==> config.mk <==
export PLATFORM = sky130hd
export DESIGN_NAME = fq_measure_scheduler
export DESIGN_NICKNAME = d
export VERILOG_FILES = /design/src/rtl/fq_measure_scheduler.sv
export SDC_FILE = /design/constraint.sdc
export NUM_CORES = 1
export LEC_CHECK = 0
export BUFFER_PORTS_ARGS = -buffer_cell sky130_fd_sc_hd__buf_2
export CORE_MARGIN = 2
export CORE_UTILIZATION = 30
export CTS_BUF_LIST = sky130_fd_sc_hd__clkbuf_2
export CTS_CLUSTER_DIAMETER = 120
export DETAILED_ROUTE_END_ITERATION = 10
export RECOVER_POWER = 50
export SETUP_SLACK_MARGIN = 0.1
export SLEW_MARGIN = 10
export SYNTH_ARGS = -nofsm -noshare
export SYNTH_HDL_FRONTEND = slang
export SYNTH_SLANG_ARGS = --single-unit
==> constraint.sdc <==
create_clock -name Clock -period 2.3 [get_ports Clock]
set_input_delay 0.345 -clock Clock [delete_from_list [all_inputs] [get_ports Clock]]
set_output_delay 0.345 -clock Clock [all_outputs]
set_load 0.01 [all_outputs]
==> src/rtl/fq_measure_scheduler.sv <==
`timescale 1ns / 1ps
// fq_measure_scheduler
// Time-shares one frequency-count engine across N_CH channels. Channels are
// visited round-robin over the ch_enable mask. Each visit selects the channel,
// lets the mux settle, opens a GATE_CYCLES gate, then waits for the engine's
// count. The latest count and the valid/timeout flags are kept per channel
// for readback.
//
// Ports
//   Clock, nReset       reference clock (posedge), async active-low reset
//   scan_en, ch_enable  run control and per-channel include mask
//   meas_sel            channel mux select to the engine
//   meas_start          1-cycle pulse on the last settle cycle (engine clears)
//   meas_gate           high for the GATE_CYCLES gate window
//   meas_done           1-cycle pulse from the engine, meas_count valid
//   meas_count          engine count for the last gate
//   rd_sel, rd_data     combinational result readback (0 when out of range)
//   rd_valid            per channel: result holds a completed count
//   rd_timeout          per channel: last attempt timed out
//   busy                high whenever not idle
//   scan_done           1-cycle pulse when the highest enabled channel finishes
module fq_measure_scheduler #(
  parameter int unsigned N_CH           = 4,
  parameter int unsigned GATE_CYCLES    = 1000000,
  parameter int unsigned SETTLE_CYCLES  = 4,
  parameter int unsigned TIMEOUT_CYCLES = 1000
) (
  input  logic                      Clock,
  input  logic                      nReset,
  input  logic                      scan_en,
  input  logic [N_CH-1:0]           ch_enable,
  output logic [$clog2(N_CH)-1:0]   meas_sel,
  output logic                      meas_start,
  output logic                      meas_gate,
  input  logic                      meas_done,
  input  logic [31:0]               meas_count,
  input  logic [$clog2(N_CH)-1:0]   rd_sel,
  output logic [31:0]               rd_data,
  output logic [N_CH-1:0]           rd_valid,
  output logic [N_CH-1:0]           rd_timeout,
  output logic                      busy,
  output logic                      scan_done
);

  localparam int unsigned SelW = $clog2(N_CH);

  localparam logic [2:0] StIdle   = 3'd0;
  localparam logic [2:0] StSelect = 3'd1;
  localparam logic [2:0] StSettle = 3'd2;
  localparam logic [2:0] StGate   = 3'd3;
  localparam logic [2:0] StWait   = 3'd4;
  localparam logic [2:0] StNext   = 3'd5;

  localparam logic [31:0] SettleLast  = 32'(SETTLE_CYCLES - 1);
  localparam logic [31:0] GateLast    = 32'(GATE_CYCLES - 1);
  localparam logic [31:0] TimeoutLast = 32'(TIMEOUT_CYCLES - 1);

  logic [2:0]      state_q, state_d;
  logic [31:0]     cnt_q, cnt_d;
  logic [SelW-1:0] sel_q, sel_d;
  logic [SelW-1:0] ptr_q, ptr_d;
  logic [N_CH-1:0] valid_q, timeout_q;
  logic [31:0]     result_q [N_CH];

  logic [SelW-1:0] next_ch, cand, hi_ch;
  logic            hi_found;
  logic            go;
  logic            store_done, store_timeout;

  assign go = scan_en & (|ch_enable);

  // First enabled channel after the pointer, wrapping. Iterating from the
  // farthest offset down lets the nearest hit win. An empty mask keeps ptr.
  always_comb begin
    next_ch = ptr_q;
    cand    = '0;
    for (int k = int'(N_CH); k >= 1; k--) begin
      cand = SelW'((int'(ptr_q) + k) % int'(N_CH));
      if (ch_enable[cand]) next_ch = cand;
    end
  end

  always_comb begin
    hi_ch    = '0;
    hi_found = 1'b0;
    for (int i = 0; i < int'(N_CH); i++) begin
      if (ch_enable[i]) begin
        hi_ch    = SelW'(i);
        hi_found = 1'b1;
      end
    end
  end

  always_comb begin
    state_d       = state_q;
    cnt_d         = cnt_q + 32'd1;
    sel_d         = sel_q;
    ptr_d         = ptr_q;
    store_done    = 1'b0;
    store_timeout = 1'b0;
    unique case (state_q)
      StIdle: begin
        cnt_d = '0;
        if (go) state_d = StSelect;
      end
      StSelect: begin
        sel_d   = next_ch;
        ptr_d   = next_ch;
        cnt_d   = '0;
        state_d = StSettle;
      end
      StSettle: begin
        if (cnt_q == SettleLast) begin
          cnt_d   = '0;
          state_d = StGate;
        end
      end
      StGate: begin
        if (cnt_q == GateLast) begin
          cnt_d   = '0;
          state_d = StWait;
        end
      end
      StWait: begin
        // A done arriving on the timeout cycle still counts as a result.
        if (meas_done) begin
          store_done = 1'b1;
          cnt_d      = '0;
          state_d    = StNext;
        end else if (cnt_q == TimeoutLast) begin
          store_timeout = 1'b1;
          cnt_d         = '0;
          state_d       = StNext;
        end
      end
      StNext: begin
        cnt_d   = '0;
        state_d = go ? StSelect : StIdle;
      end
      default: begin
        cnt_d   = '0;
        state_d = StIdle;
      end
    endcase
  end

  always_ff @(posedge Clock or negedge nReset) begin
    if (!nReset) begin
      state_q   <= StIdle;
      cnt_q     <= '0;
      sel_q     <= '0;
      ptr_q     <= SelW'(N_CH - 1);
      valid_q   <= '0;
      timeout_q <= '0;
      for (int i = 0; i < int'(N_CH); i++) result_q[i] <= '0;
    end else begin
      state_q <= state_d;
      cnt_q   <= cnt_d;
      sel_q   <= sel_d;
      ptr_q   <= ptr_d;
      if (store_done) begin
        result_q[sel_q]  <= meas_count;
        valid_q[sel_q]   <= 1'b1;
        timeout_q[sel_q] <= 1'b0;
      end
      if (store_timeout) timeout_q[sel_q] <= 1'b1;
    end
  end

  // Gate and start decode straight from state so an async reset drops them at once.
  assign meas_start = (state_q == StSettle) && (cnt_q == SettleLast);
  assign meas_gate  = (state_q == StGate);
  assign meas_sel   = sel_q;
  assign busy       = (state_q != StIdle);
  assign scan_done  = (state_q == StNext) && hi_found && (hi_ch == sel_q);
  assign rd_valid   = valid_q;
  assign rd_timeout = timeout_q;

  always_comb begin
    rd_data = '0;
    if (int'(rd_sel) < int'(N_CH)) rd_data = result_q[rd_sel];
  end

endmodule

# After elaboration in Yosys (flattened, before gate mapping)
# Index checks and enable logic that the tools add are counted.
# word_totals
register_bits	175
inputBits	42
# classes
addsub	5
order_cmp	9
eq_ne	13
n_mux	46
bitwise	7
n_reduce_logical	9
# op_table
op	count
32-bit 2-to-1 mux	7
128-bit bitwise mux	1
32-bit case mux with 3 select lines	1
32-bit binary-select mux with 2-bit select	1
32-bit demux with 2-bit select	1
32-bit by 1-bit adder with 32-bit output (second input constant)	1
32-bit by 10-bit == test with 1-bit output (second input constant)	1
32-bit by 2-bit == test with 1-bit output (second input constant)	1
32-bit by 20-bit == test with 1-bit output (second input constant)	1
3-bit case mux with 6 select lines	1
1-bit 2-to-1 mux	16
2-bit by 3-bit less-than comparator with 1-bit output (second input constant)	5
3-bit 2-to-1 mux	5
2-bit 2-to-1 mux	6
1-bit binary-select mux with 2-bit select	4
4-bit 2-to-1 mux	2
4-bit bitwise OR	2
3-bit by 2-bit == test with 1-bit output (second input constant)	2
3-bit == test (second input constant)	2
3-bit >= comparator (second input constant)	2
2-bit inverter with 3-bit output	2
1-bit logical AND	5
2-bit by 1-bit adder with 2-bit output (second input constant)	2
2-bit adder (second input constant)	2
15 further kinds	16

# Logic depth before layout (Yosys ltp)
# depth
word_depth	9
ltp_mapped	9
mapped_depth_nobuf	6

# Least setup slack after synthesis
# Ideal clock, no wire load.
# synth_path
path_kind	register -> register
startpoint	reg cnt_q[6]
endpoint	reg cnt_q[6]
setup_time_ns	0.119
arrival_time_ns	2.094
path_slack_ns	0.088
path_stages_with_launch	7
path_buffers	1
period_less_slack_ns	2.212
path_cell_list	dfrtp_1 > or4_1 > or4_4 > o31ai_4 > o211a_4 > buf_6 > nor2_1
# synth_between
elab_chain_cells	4
word_cells_on_any_way	9
# synth_rtl
element	line	rtl
start: declaration	59	logic [31:0] cnt_q, cnt_d;
start signal: assignment	158	cnt_q <= cnt_d;
32-bit by 1-bit adder with 32-bit output or 32-bit by 10-bit == test with 1-bit output (tied branches)	96, 130	
32-bit 2-to-1 mux	130	end else if (cnt_q == TimeoutLast) begin
32-bit 2-to-1 mux	126	if (meas_done) begin
32-bit case mux with 3 select lines *	101	unique case (state_q)
via cnt_d[6]	59	
# Mark *: on every way through the listed nets, which the timed path passes. The rest lies on a longest branch.
# A chain may end at the register's enable or synchronous reset.

# Worst setup path in the final report
# layout_path
startpoint	reg cnt_q[0]
endpoint	out meas_start
# layout_between
elab_chain_cells	2
# layout_rtl
element	line	rtl
32-bit by 2-bit == test with 1-bit output	171	assign meas_start = (state_q == StSettle) && (cnt_q == SettleLast);
1-bit logical AND	171	
end: declaration	33	output logic meas_start,
# No other way between the ends.

==> metrics.md <==
| Metric | Value |
|---|---|
| Unique masters post-synth | `47` |
| Vias in the first global route | `between 5000 and 6000` |
| Yosys Warn Count | `0` |
| Initial Util | `0.306` |
| Residual DRC count | `0` |
| Routed via count | `between 5000 and 6000` |
| Async SR Flop Fraction | `1.00` |
| H-tree levels | `4` |
| Largest net degree at the start of global routing | `69` |
| CP Cell Sequence | `ha_4, or4b_4, nor3_4, and3_4, buf_6` |
| WP data required | `~2000 ps` |
| Core area | `between 20000 and 30000 sq um` |
| Max Cap Violations | `0` |
| Routed wire length | `about 18000 um` |
| Post-DRT Antenna Nets | `0` |
| Area grow syn2layout | `29.0%` |
| R2R Setup Slk | `-30 ps` |
| DRT iter0 DRCs | `about 280` |
| Final-report hold violation count | `0` |
| Skew final | `38.3 ps` |
| Commonest cells after routing, fill and taps aside | `dfrtp_1, mux2_2, buf_2, buf_6, dlygate4sd3_1` |
| Nets | `787` |
| Clk root buf | `clkbuf_2` |
| Fin util | `0.394` |
| Die X | `around 170 um` |
| GP Congestion | `0.742` |
| Critical path class | `register to primary output` |
| Leakage | `roughly 4.8 nW` |
| Startpoint Class | `register` |
| GR Util All Layers | `0.132` |
| Crit path capture type | `primary output` |
| Worst hold slack | `190 ps` |
| Worst setup margin | `-282 ps` |
| First-pass DRT Iterations | `4` |
| Rel. slew slack | `0.296` |
| Peak supply drop | `about 0.00029 V` |
| Most common library cell in the layout ignoring fill and taps | `dfrtp_1` |
| Final period util | `1.12` |
| Ports | `between 80 and 90` |
| Ranking of synthesized cells by area | `dfrtp_1, mux2_2, mux4_2` |
| Clock Latency Late Sink | `between 700 and 800 ps` |
| Clock sink total | `around 180` |
| Post-DP HPWL | `about 10000 um` |
| Critical Path Max Stage Delay | `approximately 460 ps` |
| Synth Cell Area | `roughly 8000 sq um` |
| RSZ-0062 raised after global routing | `yes` |
| Synthesized net count | `between 600 and 700` |
| Outcome | `finished with violations` |
| Failing checks | `negative setup slack` |
| CP max-delay cell | `or4b_4` |
| Post-synth top area cell | `dfrtp_1` |
| Layout cells sized above 1 | `0.494` |
| Avg Cell Area, Syn | `~14 sq um` |
| First-pass GRT wire length | `just under 30000 um` |
| Post-synthesis sequential area ratio | `0.550` |
| Synth Register Bits | `175` |
| Clock slew at reported path FFs | `approximately 260 ps` |
| Post-route minimum period | `approximately 2600 ps` |
| Total Power | `about 5 mW` |
| PwrDens | `489 nW/um^2` |
| Die area | `~28000 sq um` |
| Num CTS Buffers | `17` |
| Worst min path class | `input pin to register` |
| Total gr overflow | `0` |
| WP data arrival | `between 2000 and 2500 ps` |
| DR WL/cell | `roughly 16 um` |
| Total negative slack | `-535 ps` |
| Num rows | `just under 60` |
| TritonCTS clock tree | `done` |
| Initial antenna violation count | `1` |
| Max-slew violations | `0` |
| Post-synth EDFFs | `0` |
| Crit-path max FO | `2` |
| Share of the synthesized area in the top cell type | `0.544` |
| Setup violators final | `22` |
| Port-buffer cells | `87` |
| Worst-Margin Slew | `1060 ps` |
| Cells after synthesis | `just under 600` |
| Fmax | `roughly 0.39 GHz` |
| Die Ht | `approximately 170 um` |
| Via density | `approximately 4.8` |
| Top FF cell, synth | `dfrtp_1` |
| Clock tree buffer depth | `2` |
==> layer usage <==
metal / GRT usage / up-vias / wire [um]
li1: - / 2450 / -
met1: 0.175 / 2741 / 8140
met2: 0.213 / 88 / 8670
met3: 0.0354 / 15 / 629
met4: 0.0337 / 0 / 224
met5: 0 / - / 0
==> critical path, delay by kind of cell (launching register included) <==
kind | cells | cell delay, ps
adders and majority gates | 1 | 140
buffers and inverters | 1 | 100
DFF | 1 | 450
and+or+nand+nor | 3 | 830
==> path summary, 6_finish.rpt <==
kind                             start      endpoint  cells past startpoint
max reg2reg                  cnt_q[11]     cnt_q[22]                      8
min reg2reg                rd_valid[3]   rd_valid[3]                      1
min                          meas_done    state_q[0]                      4
min in group asynchronous       nReset  result_q[71]                      3
max in group asynchronous       nReset   meas_sel[1]                      4
max                           cnt_q[0]    meas_start                      5
==> registers in the layout, summed over array words and instances (netlist names) <==
register / flops
state_q: 3
rd_valid: 4
meas_sel: 2
result_q: 128
rd_timeout: 4
cnt_q: 32
ptr_q: 2
==> cell type report <==
type                            count  area (sq um)
Sequential cell                   175          4390
Inverter                           11          41.3
Clock buffer                       18          90.1
Tap cell                          335           419
Antenna cell                        1          2.50
Multi-Input combinational cell    365          3630
Timing Repair Buffer              174          1560
Fill cell                        2458         15800
Clock inverter                     14           140
==> synthesized netlist by cell type (3+ instances only) <==
master	n
a21oi_1	5
a22o_1	3
and3_1	7
and4_1	4
buf_1	5
buf_2	3
buf_6	3
clkbuf_1	19
dfrtp_1	173
inv_1	11
mux2_2	128
mux4_2	32
nand2_1	17
nand2b_1	5
nand3_1	12
nand4_1	6
nor2_1	47
nor2b_1	4
nor3_1	16
nor4_1	13
o21ai_0	8
xnor2_1	29
==> timing repair <==
action / 4_1_cts / 5_1_grt
pin swaps: 18 / 22
gates resized for setup: 70 / 46
buffers inserted: 16 / 9
gates cloned: 3 / 1
endpoints found under the hold margin: 305 / 0
endpoints found under the setup margin: 61 / 86
hold buffers: 41 / 0
==> stage by stage <==
stage	instance area, sq um	setup slack, ps	instances
floorplan	7960	100	581
global placement	8930	64.3	991
detailed placement	8930	36.1	991
CTS	10100	-435	1083
global route	10300	-446	1093
finish	10300	-282	1093
==> power breakdown <==
part           total (mW)  internal (mW)  leakage [nW]  switching [mW]
Clock                1.60          0.506         0.147            1.10
Sequential           3.11           3.10          2.40          0.0162
Combinational       0.304          0.133          2.25           0.172
==> kinds of logic after synthesis <==
family / share of synthesized area
muxes: 0.273
DFF: 0.550
AOI/OAI and AO/OA: 0.0283
buffers and inverters: 0.0226
xor gates and xnor gates: 0.0341
adders and majority gates: 0.00157
and+or+nand+nor: 0.0905
(Power assumes the default switching activity.)
